File: src/rtl/robo_pkg.sv
// Shared heading type, grid/counter widths and the left-turn rule for the robo odometry block.
// Optional remove counter is enabled by defining ROBO_REMOVE_CNT_EN.
package robo_pkg;

   typedef enum logic [1:0] {
      N = 2'b00,
      S = 2'b01,
      L = 2'b10,
      O = 2'b11
   } heading_t;

   localparam int ROW_W    = 4;
   localparam int COL_W    = 5;
   localparam int MOVE_W   = 24;
   localparam int REMOVE_W = 8;

   // A left turn walks the compass counter-clockwise: N -> O -> S -> L -> N.
   function automatic heading_t turn_left(input heading_t h);
      heading_t r;
      case (h)
         N:       r = O;
         O:       r = S;
         S:       r = L;
         default: r = N;
      endcase
      return r;
   endfunction

endpackage

File: src/rtl/robo_rumo.sv
// Heading register of the robo: holds the current direction and applies left turns.
module robo_rumo
   import robo_pkg::*;
#(
   parameter heading_t START_DIR = N
) (
   input  logic     clock,
   input  logic     reset,
   input  logic     turn_en,
   output heading_t dir
);

   heading_t dir_reg;

   always_ff @(posedge clock) begin
      if (reset) begin
         dir_reg <= START_DIR;
      end else if (turn_en) begin
         dir_reg <= turn_left(dir_reg);
      end
   end

   assign dir = dir_reg;

endmodule

File: src/rtl/robo_odometria.sv
// Grid odometry for the robo: tracks position, heading, move budget and sticky error flags.
// Define ROBO_REMOVE_CNT_EN to build the saturating remove counter; otherwise remove_count is 0.
module robo_odometria
   import robo_pkg::*;
#(
   parameter int       ROWS      = 10,
   parameter int       COLS      = 20,
   parameter int       START_ROW = 10,
   parameter int       START_COL = 1,
   parameter heading_t START_DIR = N,
   parameter int       MAX_MOVES = 25
) (
   input  logic                clock,
   input  logic                reset,
   input  logic                forward,
   input  logic                turn,
   input  logic                remove,
   output logic [ROW_W-1:0]    row,
   output logic [COL_W-1:0]    col,
   output logic [1:0]          dir,
   output logic [MOVE_W-1:0]   move_count,
   output logic [REMOVE_W-1:0] remove_count,
   output logic                anomaly,
   output logic                illegal,
   output logic                done
);

   localparam logic [ROW_W-1:0]  ROWS_V      = ROW_W'(ROWS);
   localparam logic [COL_W-1:0]  COLS_V      = COL_W'(COLS);
   localparam logic [MOVE_W-1:0] MAX_MOVES_V = MOVE_W'(MAX_MOVES);

   logic [ROW_W-1:0]  row_reg, row_next;
   logic [COL_W-1:0]  col_reg, col_next;
   logic [MOVE_W-1:0] move_count_reg, move_count_next;
   logic              anomaly_reg, anomaly_next;
   logic              illegal_reg, illegal_next;
   logic              done_reg, done_next;

   logic              accept;
   logic              turn_en;
   logic              frozen;
   logic              at_edge;
   logic [1:0]        cmd_count;
   heading_t          dir_cur;

   robo_rumo #(
      .START_DIR (START_DIR)
   ) u_rumo (
      .clock   (clock),
      .reset   (reset),
      .turn_en (turn_en),
      .dir     (dir_cur)
   );

   assign frozen    = anomaly_reg | illegal_reg | done_reg;
   assign cmd_count = {1'b0, forward} + {1'b0, turn} + {1'b0, remove};

   always_comb begin
      unique case (dir_cur)
         N:       at_edge = (row_reg == ROW_W'(1));
         S:       at_edge = (row_reg == ROWS_V);
         L:       at_edge = (col_reg == COLS_V);
         default: at_edge = (col_reg == COL_W'(1));
      endcase
   end

   always_comb begin
      row_next        = row_reg;
      col_next        = col_reg;
      move_count_next = move_count_reg;
      anomaly_next    = anomaly_reg;
      illegal_next    = illegal_reg;
      done_next       = done_reg;
      accept          = 1'b0;
      turn_en         = 1'b0;

      if (!frozen) begin
         if (cmd_count > 2'd1) begin
            illegal_next = 1'b1;
         end else if (forward) begin
            if (at_edge) begin
               anomaly_next = 1'b1;
            end else begin
               accept = 1'b1;
               unique case (dir_cur)
                  N:       row_next = row_reg - ROW_W'(1);
                  S:       row_next = row_reg + ROW_W'(1);
                  L:       col_next = col_reg + COL_W'(1);
                  default: col_next = col_reg - COL_W'(1);
               endcase
            end
         end else if (turn) begin
            accept  = 1'b1;
            turn_en = 1'b1;
         end else if (remove) begin
            accept = 1'b1;
         end
      end

      // The budget is exhausted by the very command that reaches it.
      if (accept) begin
         move_count_next = move_count_reg + MOVE_W'(1);
         done_next       = (move_count_next == MAX_MOVES_V);
      end
   end

   always_ff @(posedge clock) begin
      if (reset) begin
         row_reg        <= ROW_W'(START_ROW);
         col_reg        <= COL_W'(START_COL);
         move_count_reg <= '0;
         anomaly_reg    <= 1'b0;
         illegal_reg    <= 1'b0;
         done_reg       <= 1'b0;
      end else begin
         row_reg        <= row_next;
         col_reg        <= col_next;
         move_count_reg <= move_count_next;
         anomaly_reg    <= anomaly_next;
         illegal_reg    <= illegal_next;
         done_reg       <= done_next;
      end
   end

`ifdef ROBO_REMOVE_CNT_EN
   logic [REMOVE_W-1:0] remove_count_reg;

   always_ff @(posedge clock) begin
      if (reset) begin
         remove_count_reg <= '0;
      end else if (accept && remove && (remove_count_reg != {REMOVE_W{1'b1}})) begin
         remove_count_reg <= remove_count_reg + REMOVE_W'(1);
      end
   end

   assign remove_count = remove_count_reg;
`else
   assign remove_count = '0;
`endif

   assign row        = row_reg;
   assign col        = col_reg;
   assign dir        = dir_cur;
   assign move_count = move_count_reg;
   assign anomaly    = anomaly_reg;
   assign illegal    = illegal_reg;
   assign done       = done_reg;

endmodule

File: config.mk
export PLATFORM = sky130hd
export DESIGN_NAME = robo_odometria
export DESIGN_NICKNAME = d
export VERILOG_FILES = /design/src/rtl/robo_pkg.sv /design/src/rtl/robo_rumo.sv /design/src/rtl/robo_odometria.sv
export SDC_FILE = /design/constraint.sdc
export NUM_CORES = 1
export LEC_CHECK = 0
export ABC_AREA = 1
export CELL_PAD_IN_SITES_DETAIL_PLACEMENT = 1
export CELL_PAD_IN_SITES_GLOBAL_PLACEMENT = 1
export CORE_AREA = 2 2 91 84
export CTS_BUF_LIST = sky130_fd_sc_hd__clkbuf_8
export DETAILED_ROUTE_END_ITERATION = 10
export DIE_AREA = 0 0 93 86
export HOLD_SLACK_MARGIN = 0.12
export PLACE_DENSITY_LB_ADDON = 0.1
export SYNTH_ARGS = -nofsm -noshare
export SYNTH_HDL_FRONTEND = slang
export SYNTH_HIERARCHICAL = 1
export SYNTH_SLANG_ARGS = --single-unit
File: constraint.sdc
create_clock -name clock -period 2 [get_ports clock]
set_clock_uncertainty 0.05 [all_clocks]
set_input_delay 0.2 -clock clock [delete_from_list [all_inputs] [get_ports clock]]
set_output_delay 0.2 -clock clock [all_outputs]
set_load 0.02 [all_outputs]
==> Flow_metrics.wiki, run 1 <==
{| class="wikitable"
! Metric !! Value
|-
| Run status || finished, final reports clean
|-
| Share of layout cells above drive strength 1 || around 16%
|-
| Total Routing Usage GR || 19.7%
|-
| Routed Wire Length || ~7.6 mm
|-
| Overall die area || roughly 8000 um2
|-
| Number of iterations in the first detailed-routing pass || 4
|-
| Synth async-reset ratio || 0%
|-
| Sinks on the clock net || 38
|-
| Count of pins over their slew limit || 0
|-
| I/O Pins || 51
|-
| Detailed route wirelength on metal2 || 3.66 mm
|-
| Fraction of synthesized cell area taken by the top area cell type || approximately 30%
|-
| Critical path cell sequence || ha_4, nand2_4, nor2_8, nand2_4, nand2_1, nand2_1, nor2_1, nand2_1, nor2_2, nand2_1, nor2_2, nand3_2, a21oi_2
|-
| Peak supply drop || 0.417 mV
|-
| Starting DRT DRC Count || 60
|-
| Worst setup SP type || flop
|-
| Worst Path Arrival || roughly 2100 ps
|-
| Number of cells in the finished layout apart from fillers || between 500 and 600
|-
| Total design power || between 2 and 3 mW
|-
| FF-to-FF path depth || 13
|-
| Count of inserted antenna diode cells || 0
|-
| Shortest period the worst path allows || 1900 ps
|-
| Most used flip-flop cell after synthesis || dfxtp_1
|-
| Clock latency of the later-clocked register in the worst-skew pair || 300 ps
|-
| Number of input and output port buffers inserted || 42
|-
| RSZ-0062 raised after global routing || yes
|-
| Worst path most repeated cell || nand2_1
|-
| Final global-route overflow total || 0
|-
| Cell Rows || 29
|-
| WL per Instance || 14.0 um
|-
| Nature of the critical path endpoint || flop
|-
| Met3 routed WL || 136 um
|-
| Ranking of synthesized cells by area || dfxtp_1 30%, nand2_1 12%, nor2_1 7.8%, inv_1 6.7%, ha_1 6.4%
|-
| Number of unique standard cell types used by synthesis || 34
|-
| Synthesized area per cell || approximately 6.6 um2
|-
| Switching power || 862 uW
|-
| Count of filler cells inserted in the layout || between 900 and 1,000
|-
| Cell type with the largest total area after synthesis || dfxtp_1
|-
| First-pass GRT wire length || 12.6 mm
|-
| Leakage Power || 1.55 nW
|-
| Final Cycle Share || 94.8%
|-
| Largest net degree at the start of global routing || 18
|-
| H-tree Lvls || 2
|-
| Register area share after synthesis || slightly below 30%
|-
| Type of the worst setup path || reg2reg
|-
| Cell area after layout || 3470 um2
|-
| Initial Util || between 30% and 40%
|-
| Buffer levels on the longest clock path || 2
|-
| Peak clock frequency supported by timing || between 0.5 and 0.6 GHz
|-
| Antenna violations before repair || 0
|-
| Pre-CTS setup slack || -152 ps
|-
| Cell with the largest stage delay on the worst path || dfxtp_4
|-
| CTS clock-pin slew for the worst setup and hold paths || approximately 80 ps
|-
| Clock root buffer master || clkbuf_8
|-
| Top layer reached by signal wires || met4
|-
| Final ANT Viol Nets || 0
|-
| Worst-case setup margin in the final layout || 104 ps
|-
| Core Box Area || 6970 um2
|-
| Worst hold stages || 2
|-
| Number of flip-flops under the largest register name || 24
|-
| Pint || 1.71 mW
|-
| Placer Congestion || 0.823
|-
| Wire length on met1 || 3.79 mm
|-
| Total of warnings raised by yosys || 6
|-
| Netlist Area Pre-Place || 2560 um2
|-
| Number of global-route vias before repair || 2,735
|-
| Worst path required time || 2180 ps
|-
| Inst Count DP || 536
|-
| Part of the total power dissipated in the clock network || around 33%
|-
| Number of register bits inferred by synthesis || 38
|-
| Placed Instance Area || between 3000 and 4000 um2
|-
| Total CTS buffers || 5
|-
| Switch share || between 30 and 40%
|-
| Final count of negative-setup-slack endpoints || 0
|-
| Number of remaining DRC errors || 0
|-
| Combinational fraction of design power || 30.6%
|-
| Die height || ~86 um
|-
| Drt via density || 4.96
|-
| Pwr/cell area || 741 nW/um2
|-
| Detailed placer's ending HPWL || around 5.9 mm
|-
| Number of maximum-capacitance constraint violations || 0
|-
| Slowest cell delay on critical path || ~380 ps
|-
| Number of flops mapped to enable cells by yosys || 0
|-
| Number of endpoints with negative hold slack in the final report || 0
|-
| Total negative slack || 0 ps
|-
| # nets final || 472
|-
| Die extent in x || 93 um
|-
| Class of the most critical hold timing path || reg2reg
|-
| TritonCTS clock tree || built
|-
| Cell count after synthesis || 389
|-
| Part of the power in registers || 37.0%
|-
| Routed via count || 2,718
|-
| Maximum net fanout on the critical path || 6
|-
| Synth-to-layout area growth || 35.4%
|}
-- synthesized netlist by cell type, types with 3 or more instances --
| cell | number |
|---|---|
| nand2_2 | 4 |
| nor2_4 | 3 |
| buf_2 | 3 |
| nand3b_1 | 3 |
| buf_4 | 8 |
| nor2_1 | 53 |
| nand3_1 | 25 |
| a211oi_1 | 5 |
| nand4_1 | 8 |
| o21ai_0 | 22 |
| ha_1 | 13 |
| inv_1 | 46 |
| a31oi_1 | 4 |
| o21ai_1 | 8 |
| clkbuf_1 | 4 |
| o22ai_1 | 4 |
| nor3_1 | 3 |
| a21oi_1 | 26 |
| dfxtp_1 | 38 |
| nand2_1 | 81 |
| xor2_1 | 3 |
| o21a_1 | 4 |
-- worst paths after layout --
path	from	to	slack [ps]
max	move_count[0]	done	100
max reg2reg	move_count[0]	done	100
min reg2reg	done	done	450
min	done	done	450
-- repair_timing --
item,CTS,global route
hold buffers,0,0
gates resized for setup,0,34
setup endpoints to repair,0,33
setup buffers,0,3
-- cell type report --
cell class,instances,area [um2],area share (%)
Tap cell,93,116,3.36
Inverter,50,188,5.42
Sequential cell,38,776,22.4
Timing Repair Buffer,66,613,17.7
Clock inverter,2,60.1,1.73
Multi-Input combinational cell,293,1630,47.0
Clock buffer,6,82.6,2.38
-- stage by stage --
step | utilization [%] | hold WS (ps)
2_1_floorplan | - | 304
3_3_place_gp | 45.9 | 433
3_5_place_dp | 45.9 | 448
4_1_cts | 48.0 | 454
5_1_grt | 49.7 | 475
6_report | 49.7 | 451
-- layout by cell type (no fill, tap or decap), types with 6 or more instances in the layout --
master	netlist	routed
clkdlybuf4s50_1	0	42
o21ai_0	22	21
nand3_1	25	24
dfxtp_1	38	28
nor2_2	2	8
clkbuf_8	0	6
conb_1	1	8
a21oi_1	26	25
nor2_1	53	45
buf_4	8	23
dfxtp_2	0	9
nor2_4	3	6
inv_1	46	45
ha_1	13	12
o21ai_1	8	9
nand4_1	8	8
nand2_1	81	77
-- power groups by stage --
stage | combinational [mW] | sequential [mW] | clock [mW]
final | 0.785 | 0.950 | 0.834
after global routing | 0.869 | 0.967 | 0.883
after global placement | 0.740 | 0.954 | 0
after CTS | 0.761 | 0.940 | 0.851
after floorplan | 0.353 | 1.04 | 0
after detailed placement | 0.757 | 0.957 | 0
-- logic make-up (layout without fill, tap and decap cells) --
kind of cell | after synthesis | in the layout | synth area share [%]
adder cells (fa/ha/maj) | 13 | 13 | 6.35
AND/OR/NAND/NOR | 187 | 188 | 33.6
AO/OA/AOI/OAI | 79 | 79 | 17.4
flip-flops | 38 | 38 | 29.7
buffers and inverters | 66 | 124 | 11.0
XOR/XNOR | 5 | 5 | 1.71
other | 1 | 8 | 0.146
-- layer usage --
layer / track usage [%] / vias up
li1: - / 1382
met1: 26.3 / 1301
met2: 33.6 / 29
met3: 2.90 / 6
met4: 4.41 / 0
met5: 0 / -
-- critical path: cells and delay by family (launching register included) --
family | cells | cell delay (ps)
and+or+nand+nor | 11 | 1110
DFF | 1 | 380
adders and majority gates | 1 | 150
AOI/OAI and AO/OA | 1 | 130
Note: power is estimated with default switching activity, not from simulation.
==> run 2, diff against run 1 <==
CTS_CLUSTER_SIZE = 10   (was unset)
HOLD_SLACK_MARGIN = unset   (was 0.12)
==> results of run 2 <==
Final layout, timing and power as in run 1 (identical DEF).
==> run 3, diff against run 2 <==
CORE_AREA = 3 3 92 85   (was 2 2 91 84)
DIE_AREA = 0 0 95 88   (was 0 0 93 86)
==> Flow_metrics.wiki, run 3 (synthesis results as in run 1) <==
{| class="wikitable"
! Metric !! Value
|-
| Cell Rows || 29 (unchanged)
|-
| Antenna violations before repair || 0 (unchanged)
|-
| Number of global-route vias before repair || 2,652 (-3.0%)
|-
| Shortest period the worst path allows || 1870 ps (-23.4 ps)
|-
| Start point of the critical path || move_count[0]
|-
| Type of the worst setup path || reg2reg
|-
| Largest net degree at the start of global routing || 22 (+4)
|-
| Placer Congestion || 0.829 (+0.75%)
|-
| Clock latency of the later-clocked register in the worst-skew pair || 300 ps (about the same)
|-
| Commonest non-fill, non-tap cell in the layout || nand2_1
|-
| H-tree Lvls || 2 (unchanged)
|-
| Number of maximum-capacitance constraint violations || 0 (unchanged)
|-
| CTS clock-pin slew for the worst setup and hold paths || 80 ps (about the same)
|-
| Count of filler cells inserted in the layout || 919 (-1.1%)
|-
| Worst path most repeated cell || nand2_1
|-
| Worst flop-to-flop path startpoint || move_count[0]
|-
| Routed Wire Length || 7.67 mm (+0.22%)
|-
| WL per Instance || 14.0 um (+0.22%)
|-
| Peak clock frequency supported by timing || 0.534 GHz (+1.2%)
|-
| Final hold slack || 442 ps (-8.44 ps)
|-
| Starting DRT DRC Count || 81 (+35%)
|-
| Number of flip-flops under the largest register name || 24 (unchanged)
|-
| Initial Util || 36.6% (-0.19 points)
|-
| Worst setup path endpoint || done
|-
| Worst Path Arrival || 2060 ps (-20 ps)
|-
| Run status || finished, final reports clean
|-
| Worst setup SP type || flop
|-
| Slowest cell delay on critical path || 380 ps (about the same)
|-
| Pre-CTS setup slack || -188 ps (-35.7 ps)
|-
| Cell with the largest stage delay on the worst path || dfxtp_4
|-
| Buffer levels on the longest clock path || 2 (unchanged)
|-
| Number of iterations in the first detailed-routing pass || 4 (unchanged)
|-
| Class of the most critical hold timing path || reg2reg
|-
| Final count of negative-setup-slack endpoints || 0 (unchanged)
|-
| Most frequent cells in the layout || 77 x nand2_1, 45 x nor2_1, 44 x inv_1
|-
| Placed Instance Area || 3180 um2 (-0.70%)
|-
| Peak supply drop || 0.357 mV (-15%)
|-
| Destination of the worst register-to-register timing path || done
|-
| Clock root buffer master || clkbuf_8
|-
| Switch share || 37.1% (+3.5 points)
|-
| Critical path cell sequence || ha_4, nand2_4, nor2_8, nand2_4, nand2_1, nand2_1, nor2_1, nand2_1, nor2_1, nand2_1, nor2_2, nand3_2, a21oi_2
|-
| Number of endpoints with negative hold slack in the final report || 0 (unchanged)
|-
| FF-to-FF path depth || 13 (unchanged)
|-
| Synth-to-layout area growth || 34.6%
|-
| Die extent in x || 95 um (+2.2%)
|-
| TritonCTS clock tree || built
|-
| Routed via count || 2,712 (-0.22%)
|-
| Worst path required time || 2190 ps (about the same)
|-
| Maximum net fanout on the critical path || 6 (unchanged)
|-
| Flop2flop setup slack || 130 ps (+20 ps)
|-
| RSZ-0062 raised after global routing || yes
|-
| Combinational fraction of design power || 33.8% (+3.2 points)
|-
| Overall die area || 8360 um2 (+4.5%)
|-
| Part of the total power dissipated in the clock network || 24.8% (-7.7 points)
|-
| Count of inserted antenna diode cells || 0 (unchanged)
|-
| First-pass GRT wire length || 12.6 mm (-0.59%)
|-
| Cell area after layout || 3440 um2 (-0.61%)
|-
| Sinks on the clock net || 38 (unchanged)
|-
| Final Cycle Share || 93.6% (-1.2 points)
|-
| Core Box Area || 7000 um2 (+0.52%)
|-
| Total Routing Usage GR || 19.1% (-0.57 points)
|-
| Part of the power in registers || 41.4% (+4.4 points)
|-
| Pwr/cell area || 671 nW/um2 (-9.5%)
|-
| Leakage Power || 1.56 nW (+0.23%)
|-
| Total CTS buffers || 5 (unchanged)
|-
| Final global-route overflow total || 0 (unchanged)
|-
| Drt via density || 4.95 (-0.22%)
|-
| Detailed placer's ending HPWL || 5.89 mm (+0.38%)
|-
| Die height || 88 um (+2.3%)
|-
| Final ANT Viol Nets || 0 (unchanged)
|-
| I/O Pins || 51 (unchanged)
|-
| Total negative slack || 0 ps (unchanged)
|-
| Nature of the critical path endpoint || flop
|-
| Number of remaining DRC errors || 0 (unchanged)
|-
| Share of layout cells above drive strength 1 || 17.6% (+1.1 points)
|-
| Count of pins over their slew limit || 0 (unchanged)
|-
| Switching power || 857 uW (-0.52%)
|-
| # nets final || 472 (unchanged)
|-
| Worst-case setup margin in the final layout || 127 ps (+23.4 ps)
|-
| Number of input and output port buffers inserted || 42 (unchanged)
|-
| Pint || 1.45 mW (-15%)
|}
run 3: cell type report:
class / count / area [um2] / share of cell area [%]
timing repair buffer: 67 / 632 / 18.3
clock inverter: 2 / 8.76 / 0.254
clock buffer: 6 / 82.6 / 2.40
sequential: 38 / 779 / 22.6
multi-input combinational: 292 / 1640 / 47.5
inverter: 50 / 188 / 5.45
tap: 93 / 116 / 3.38
run 3: per-layer routing:
metal	vias up	track usage [%]	part of all wire, %
met4	0	5.50	1.5
met1	1278	26.0	49
met2	41	31.4	46
met3	8	2.92	2.6
met5	-	0	0
li1	1385	-	-
run 3: how the worst min path moves through the flow:
stage | start | cells after the start | end
final | done | 2 | done
after global routing | move_count[21] | 2 | move_count[21]
after CTS | done | 2 | done
after detailed placement | done | 2 | done
after global placement | done | 2 | done
after floorplan | reset | 3 | u_rumo/dir[0]
run 3: power by group through the flow:
stage	Combinational, mW	Sequential [mW]	Clock, mW
3_5_place_dp	0.744	0.962	0
4_1_cts	0.750	0.945	0.586
6_report	0.780	0.958	0.573
5_1_grt	0.867	0.977	0.625
3_3_place_gp	0.726	0.959	0
2_1_floorplan	0.353	1.04	0
run 3: metrics by stage:
step           power (mW)  std cells  utilization (%)
6_report             2.31        548             49.2
5_1_grt              2.47        548             49.2
2_1_floorplan        1.39        396                -
4_1_cts              2.28        541             46.7
3_3_place_gp         1.68        533             45.3
3_5_place_dp         1.71        533             45.3
run 3: critical path, delay by kind of cell (launching register included):
family	cells	cell delay [ps]
adders and majority gates	1	150
AOI/OAI and AO/OA	1	130
and+or+nand+nor	11	1090
DFF	1	380
run 3: repair_timing:
| action | 4_1_cts | 5_1_grt |
|---|---|---|
| resized for setup | 1 | 43 |
| pin swaps | 0 | 18 |
| setup endpoints to repair | 1 | 32 |
| hold endpoints to repair | 0 | 0 |
| gates cloned | 0 | 0 |
| buffers inserted | 0 | 7 |
| hold buffers | 0 | 0 |
==> patch: new RTL, flow settings as in run 1 <==
Build with the macro `ROBO_REMOVE_CNT_EN` defined.
--- a/src/rtl/robo_odometria.sv
+++ b/src/rtl/robo_odometria.sv
@@ -1,4 +1,6 @@
 // Grid odometry for the robo: tracks position, heading, move budget and sticky error flags.
 // Define ROBO_REMOVE_CNT_EN to build the saturating remove counter; otherwise remove_count is 0.
+`define ROBO_REMOVE_CNT_EN
+
 module robo_odometria
    import robo_pkg::*;
Function: changed (Yosys sat finds a counterexample within 4 cycles, from zero or initial values and one cycle with reset high).
==> patch against run 1 <==
  * Sequential cell count rose by 8
  * Largest cell class unchanged
  * Cell count increased by 10%
  * Routed wire length increased by 15%
  * Count of clock-buffer cells in the layout down 1
  * Power down 2.1%
  * Sequential power is 15% higher
  * Setup slack better by 0.0057 ns
  * Design area grew 9.2%
  * Synthesized area grew 11%
  * First-iteration DRC count rose by 38%
==> patch: results (changes against run 1) <==
* Critical Path Sink: remove_count[3]
* Largest net degree at the start of global routing at 26 (+8)
* Commonest cells post-synth: nand2_1 (97), nor2_1 (63), inv_1 (54)
* Total GRT Usage at 22.8% (+3.1 points)
* WL final at 8800 microns (+15%)
* Layout Nets at 529 (+12%)
* Ys async rst share at 0% (unchanged)
* Worst EP arrival at 2.05 ns (-0.03 ns)
* Placed Area at 3600 sq um (+13%)
* Largest cells by area after synthesis: dfxtp_1 (32%), nand2_1 (13%), nor2_1 (8.3%)
* First-pass GRT wire length at 14700 microns (+16%)
* Pre-CTS WS at -0.242 ns (-0.0900 ns)
* R2R depth at 11 (-2)
* Number of global-route vias before repair at 3122 (+14%)
* Worst R2R Setup Slack at 0.13 ns (+0.03 ns)
* Peak supply drop at 0.000419 V (+0.34%)
* Seq/Total Area, Yosys at 32.4% (+2.7 points)
* Adder-cell share of the synthesized area at 6.16% (-0.19 points)
* Share of cells above drive strength 1 at 12.7% (-3.8 points)
* Status: finished, final reports clean
* Distinct cell type count after synthesis at 32 (-5.9%)
* Post-Layout Cell Count at 604 (+10%)
* Leakage at 1.47 nW (-5.4%)
* Hpwl dp at 6660 microns (+14%)
* Gp weighted congestion at 0.809 (-1.7%)
* Final Cycle Share at 94.5% (-0.28 points)
* Post-synthesis xor/xnor area fraction at 3.08% (+1.4 points)
* Via density per instance at 5.13 (+3.5%)
* Port bufs at 50 (+19%)
* Compound-cell area share of the yosys netlist at 15.4% (-2.0 points)
* Mapped Cells at 438 (+13%)
[patch: cell families (layout without fill, tap and decap cells)]
logic type                 Yosys count  count (layout)
AOI/OAI and AO/OA                   81              81
DFF                                 46              46
adders and majority gates           14              14
and+or+nand+nor                    223             223
xor gates and xnor gates            10              10
buffers and inverters               64             137
[patch: layer usage]
layer | vias to the layer above | track usage [%] | wire length [microns]
met1 | 1481 | 30.2 | 4200
met2 | 44 | 40.2 | 4270
li1 | 1571 | - | -
met4 | 0 | 4.01 | 49
met5 | - | 0 | 0
met3 | 5 | 2.99 | 286
[patch: worst min-delay path by stage]
stage               cells after the start              to  slack (ns)      startpoint
global placement                        2  move_count[23]        0.42  move_count[23]
finish                                  2            done        0.45            done
CTS                                     2            done        0.44            done
floorplan                               1   move_count[6]        0.23           reset
detailed placement                      2            done        0.43            done
global route                            2            done        0.48            done
[patch: critical path: stages]
cell and delay [ns]:
clkdlybuf4s50_1 0.42, ha_1 0.30, nand2_1 0.07, nand2_1 0.05, inv_1 0.08, nand2_2 0.08, a31oi_2 0.19, nand2_2 0.09
inv_2 0.11, nand2_4 0.10, inv_4 0.09, nand2_1 0.06, o21ai_1 0.13, a21oi_1 0.05
[patch: final cells by class]
cell class	instances	area [sq um]
clock buffers	5	68.8
clock inverters	3	40.0
fillers	943	3180
inverters	56	213
multi-input cells	328	1720
flip-flops and latches	46	930
well taps	93	116
repair buffers	73	697
[patch: what timing repair did]
item                       CTS  global route
gates resized for setup      0            25
setup endpoints to repair    0            34
hold buffers                 0             0
buffers inserted             0             1
[patch: report_power, final]
| group | switching [mW] | internal (mW) |
|---|---|---|
| combinational | 0.408 | 0.301 |
| sequential | 0.102 | 0.992 |
| clock | 0.343 | 0.369 |
| total | 0.853 | 1.66 |
